==> src/rtl/uart_tx.sv <==
// rtl/uart_tx.sv - 8N1/8N2 UART transmitter with one-byte holding register
module uart_tx #(
    parameter int CLK_FREQ  = 50000000,
    parameter int BAUD      = 9600,
    parameter int STOP_BITS = 1
) (
    input  logic       CLOCK_50,
    input  logic       reset,
    input  logic [7:0] DataIn,
    input  logic       load,
    output logic       ready,
    output logic       busy,
    output logic       drop,
    output logic       TxD
);

    localparam int DIV = CLK_FREQ / BAUD;
    localparam int CW  = (DIV > 2) ? $clog2(DIV) : 1;

    localparam logic [CW-1:0] CNT_MAX = CW'(DIV - 1);
    localparam logic [CW-1:0] CNT_ONE = CW'(1);
    localparam logic          SC_MAX  = 1'(STOP_BITS - 1);

    localparam logic [1:0] S_IDLE  = 2'd0;
    localparam logic [1:0] S_START = 2'd1;
    localparam logic [1:0] S_DATA  = 2'd2;
    localparam logic [1:0] S_STOP  = 2'd3;

    logic [1:0]    state;
    logic [7:0]    hold;
    logic          hold_v;
    logic [7:0]    shift;
    logic [CW-1:0] cnt;
    logic [2:0]    bit_idx;
    logic          stop_cnt;
    logic          baud_end;
    logic          stop_end;
    logic          xfer;

    assign baud_end = (cnt == CNT_MAX);
    assign stop_end = (state == S_STOP) && baud_end && (stop_cnt == SC_MAX);
    // A held byte moves into the shifter either from idle or straight off the last stop clock.
    assign xfer     = hold_v && ((state == S_IDLE) || stop_end);

    assign ready = !hold_v;
    assign busy  = (state != S_IDLE);

    // Holding register: accept on load while empty, release on transfer, flag overruns.
    always_ff @(posedge CLOCK_50 or negedge reset) begin
        if (!reset) begin
            hold   <= 8'h00;
            hold_v <= 1'b0;
            drop   <= 1'b0;
        end else begin
            drop <= load && hold_v;
            if (xfer) begin
                hold_v <= 1'b0;
            end else if (load && !hold_v) begin
                hold   <= DataIn;
                hold_v <= 1'b1;
            end
        end
    end

    // Shift register: loaded on transfer, shifted right at the end of each data bit.
    always_ff @(posedge CLOCK_50 or negedge reset) begin
        if (!reset) begin
            shift <= 8'h00;
        end else if (xfer) begin
            shift <= hold;
        end else if ((state == S_DATA) && baud_end) begin
            shift <= {1'b0, shift[7:1]};
        end
    end

    // Frame sequencer: baud counter, bit index and stop counter per state.
    always_ff @(posedge CLOCK_50 or negedge reset) begin
        if (!reset) begin
            state    <= S_IDLE;
            cnt      <= '0;
            bit_idx  <= 3'd0;
            stop_cnt <= 1'b0;
        end else begin
            case (state)
                S_IDLE: begin
                    if (hold_v) begin
                        state <= S_START;
                        cnt   <= '0;
                    end
                end
                S_START: begin
                    if (baud_end) begin
                        cnt     <= '0;
                        bit_idx <= 3'd0;
                        state   <= S_DATA;
                    end else begin
                        cnt <= cnt + CNT_ONE;
                    end
                end
                S_DATA: begin
                    if (baud_end) begin
                        cnt <= '0;
                        if (bit_idx == 3'd7) begin
                            stop_cnt <= 1'b0;
                            state    <= S_STOP;
                        end else begin
                            bit_idx <= bit_idx + 3'd1;
                        end
                    end else begin
                        cnt <= cnt + CNT_ONE;
                    end
                end
                default: begin
                    if (baud_end) begin
                        cnt <= '0;
                        if (stop_cnt == SC_MAX) begin
                            stop_cnt <= 1'b0;
                            state    <= hold_v ? S_START : S_IDLE;
                        end else begin
                            stop_cnt <= stop_cnt + 1'b1;
                        end
                    end else begin
                        cnt <= cnt + CNT_ONE;
                    end
                end
            endcase
        end
    end

    // Line driver: low for start, LSB of shifter during data, high otherwise.
    always_comb begin
        TxD = 1'b1;
        case (state)
            S_START: TxD = 1'b0;
            S_DATA:  TxD = shift[0];
            default: TxD = 1'b1;
        endcase
    end

endmodule
==> config.mk <==
export PLATFORM = sky130hd
export DESIGN_NAME = uart_tx
export DESIGN_NICKNAME = d
export VERILOG_FILES = /design/src/rtl/uart_tx.sv
export SDC_FILE = /design/constraint.sdc
export NUM_CORES = 1
export LEC_CHECK = 0
export ABC_AREA = 1
export BUFFER_PORTS_ARGS = -buffer_cell sky130_fd_sc_hd__buf_2
export CAP_MARGIN = 20
export CORE_ASPECT_RATIO = 0.8
export CORE_MARGIN = 2
export CORE_UTILIZATION = 55
export CTS_CLUSTER_DIAMETER = 120
export CTS_CLUSTER_SIZE = 12
export DETAILED_ROUTE_END_ITERATION = 16
export GPL_TIMING_DRIVEN = 0
export PLACE_DENSITY = 0.75
export SLEW_MARGIN = 20
export SYNTH_ARGS = -nofsm -noshare
export SYNTH_HDL_FRONTEND = slang
export SYNTH_SLANG_ARGS = --single-unit
==> constraint.sdc <==
create_clock -name CLOCK_50 -period 3.45 [get_ports CLOCK_50]
set_clock_uncertainty 0.1 [all_clocks]
set_input_delay 0.8625 -clock CLOCK_50 [delete_from_list [all_inputs] [get_ports CLOCK_50]]
set_output_delay 0.8625 -clock CLOCK_50 [all_outputs]
set_load 0.01 [all_outputs]
==> impl_metrics.py <==
metrics = {
    "placement": {
        "routabilityCongestion": 0.888,
        "place_hpwl_mm": 2.80,
        "placed_area_sq_um": 2120,
        "io_buffers": 14,
        "place_ws_ns": 1.11,
        "dp_cells": 286,
    },
    "finish": {
        "drive_above_1_share": 0.202,
        "n_antenna_cell": 0,
        "nNetsFinal": 270,
        "area_delta_synth_final_pct": 12.5,
        "design_area_sq_um": 2250,
        "final_cells": 294,
    },
    "drt": {
        "drcViolationCount": 0,
        "firstDrtPassIters": 5,
        "num_vias": 1590,
        "dr.first_iter.drc_count": 84,
        "wl_mm": 3.96,
        "drtAntennaViolNets": 0,
        "wl_per_cell_um": 13.5,
        "vias_per_cell": 5.41,
    },
    "worst_setup_path": {
        "crit_type": "flop to output port",
        "critPathMaxFanout": 10,
        "regToRegStartpoint": "state[1]",
        "end_kind": "output port",
        "cp-start-kind": "flop",
        "crit_start": "state[0]",
        "crit_path_end": "TxD",
        "r2r_slack_ns": 1.53,
        "reg2reg_depth": 8,
        "required_ns": 2.49,
        "r2r-end": "shift[0]",
        "arrival_ns": 1.69,
    },
    "sta": {
        "layout_setup_ws_ns": 0.794,
        "setup_viol": 0,
        "min_period_ns": 2.66,
        "max_freq_ghz": 0.376,
        "rsz0062_at_grt": "false",
        "tightest_slew_ns": 0.804,
        "max-slew-margin-rel": 0.464,
        "min_period_over_period": 0.770,
        "setup_tns_ns": 0,
        "hold_violations": 0,
        "finalMaxSlewViolations": 0,
        "hold_ws_ns": 0.397,
    },
    "yosys": {
        "synth_seq_cells": 36,
        "yosysTopAreaCellShare": 0.451,
        "yosysWarnings": 0,
        "synth_top_cells_by_area": "dfrtp_1 45%, nand2_1 10%, nand3_1 6.5%",
        "syn_nets": 249,
        "syn_avg_cell_area_sq_um": 8.69,
        "yosysSeqAreaShare": 0.451,
        "synth_cell_type_count": 29,
        "synthesis.area_sq_um": 2000,
        "netlist_instances": 230,
        "yosysTopAreaCell": "dfrtp_1",
    },
    "job": {
        "drv_cap": 0,
    },
    "outcome": {
        "status": "complete, no violations",
    },
    "clocking": {
        "clkLatencyLatePin_ns": 0.29,
        "htreeDepth": 2,
        "cts_made_buffers": 5,
        "hold_buffers": 0,
        "cts_tree": "yes",
        "cts_root_buffer": "clkbuf_8",
        "clk_path_buf_depth": 2,
        "ctsResizeCount": 0,
        "clock_sinks": 36,
        "cts_setup_buffers": 0,
        "path_clk_slew_ns": 0.07,
    },
    "floorplan": {
        "coreArea_sq_um": 3450,
        "start_util": 0.580,
        "die_h_um": 57.9,
        "rows": 19,
        "io_pins": 15,
        "fp.dieW_um": 71.4,
        "dieArea_sq_um": 4140,
    },
    "grt": {
        "grt-ovfl-total": 0,
        "grt_pass1_vias": 1456,
        "grt_pass1_wl_mm": 6.78,
        "grt_use_total": 0.215,
        "antenna_found_initial": 0,
        "grt_max_degree": 37,
    },
    "power": {
        "power.density_nw_per_um2": 773,
        "leakage_uw": 0.00107,
        "vdd_drop_max_mv": 0.580,
    },
    "worst_hold_path": {
        "min_from": "hold_v",
        "hp-class": "flop to flop",
    },
}
==> per-stage QoR <==
step	power (uW)	utilization
CTS	1740	0.652
global placement	1300	0.616
global route	1860	0.652
detailed placement	1330	0.616
floorplan	1150	-
finish	1740	0.652
==> flip-flops by register name, summed over array words and instances, names as in the netlist <==
register  count
drop          1
cnt          13
bit_idx       3
hold_v        1
shift         8
state         2
hold          8
==> worst max-delay path, stage by stage, from the launching register on <==
cell and delay [ns]:
dfrtp_1 0.44, inv_1 0.10, ha_1 0.16, clkbuf_1 0.40
nand2_1 0.10, nand2_1 0.08, buf_2 0.12
==> cells by family after synthesis <==
kind of cell / count (synthesis) / share of synthesized area
xor gates and xnor gates: 4 / 0.0175
AOI/OAI and AO/OA: 21 / 0.0613
buffers and inverters: 28 / 0.0582
DFF: 36 / 0.451
muxes: 7 / 0.0394
and+or+nand+nor: 126 / 0.323
adders and majority gates: 8 / 0.0501
==> report_power, final <==
group          total (uW)  internal, uW  switching [uW]  leakage (uW)
logic                 678           260             418      0.000554
registers             649           559            89.6      0.000456
clock network         412           255             157     0.0000645
==> synth_stat cells <==
cell type / count
nand4_1: 10
a21oi_1: 3
nor3_1: 5
buf_6: 1
inv_2: 7
inv_1: 17
nor2_1: 13
nand3b_1: 6
a21oi_2: 1
buf_4: 1
o22ai_1: 5
nor2_2: 1
dfrtp_1: 36
nand2_2: 3
mux2_2: 7
o21a_1: 1
clkbuf_1: 2
nand3_1: 26
ha_1: 8
o21ai_1: 1
a32o_1: 1
nand2_4: 2
nand2_1: 54
xor2_1: 4
nor2_4: 2
o21ai_0: 9
nand3_4: 2
nor2_8: 1
or2_2: 1
==> how the worst min path moves through the flow <==
| stage | cells after the start | end |
|---|---|---|
| after detailed placement | 1 | hold[2] |
| after global placement | 2 | bit_idx[1] |
| after CTS | 1 | hold[2] |
| after global routing | 1 | hold[2] |
| after floorplan | 2 | drop |
| final | 2 | drop |
==> per-layer routing <==
metal / share of wire / routed length (um) / GRT usage
met1: 0.51 / 2020 / 0.331
met2: 0.42 / 1660 / 0.294
met3: 0.066 / 263 / 0.0678
met4: 0.0046 / 18 / 0.0566
met5: 0 / 0 / 0
==> cell usage in the layout, fill, tap and decap left out <==
cell / synthesis / final
nor2_1: 13 / 13
dfrtp_1: 36 / 36
o22ai_1: 5 / 5
buf_4: 1 / 1
a32o_1: 1 / 1
clkbuf_1: 2 / 2
clkbuf_8: 0 / 7
nand2_4: 2 / 2
xor2_1: 4 / 4
inv_1: 17 / 17
nor2_4: 2 / 2
bufinv_16: 0 / 1
mux2_2: 7 / 7
a21oi_1: 3 / 3
nand3_4: 2 / 2
buf_6: 1 / 1
inv_2: 7 / 7
a21oi_2: 1 / 1
o21a_1: 1 / 1
nor2_2: 1 / 1
nand4_1: 10 / 10
nor2_8: 1 / 1
or2_2: 1 / 1
buf_2: 0 / 14
nand2_2: 3 / 3
o21ai_1: 1 / 1
nand3_1: 26 / 26
nand2_1: 54 / 54
nand3b_1: 6 / 6
nor3_1: 5 / 5
ha_1: 8 / 8
o21ai_0: 9 / 9
==> cell type report <==
class	count	area [sq um]
Fill cell	289	1200
Multi-Input combinational cell	166	982
Sequential cell	36	901
Clock buffer	7	96.3
Inverter	24	90.1
Timing Repair Buffer	14	70.1
Tap cell	42	52.6
Clock inverter	1	30.0
Buffer	4	26.3
Power figures use the tool's default switching activity.
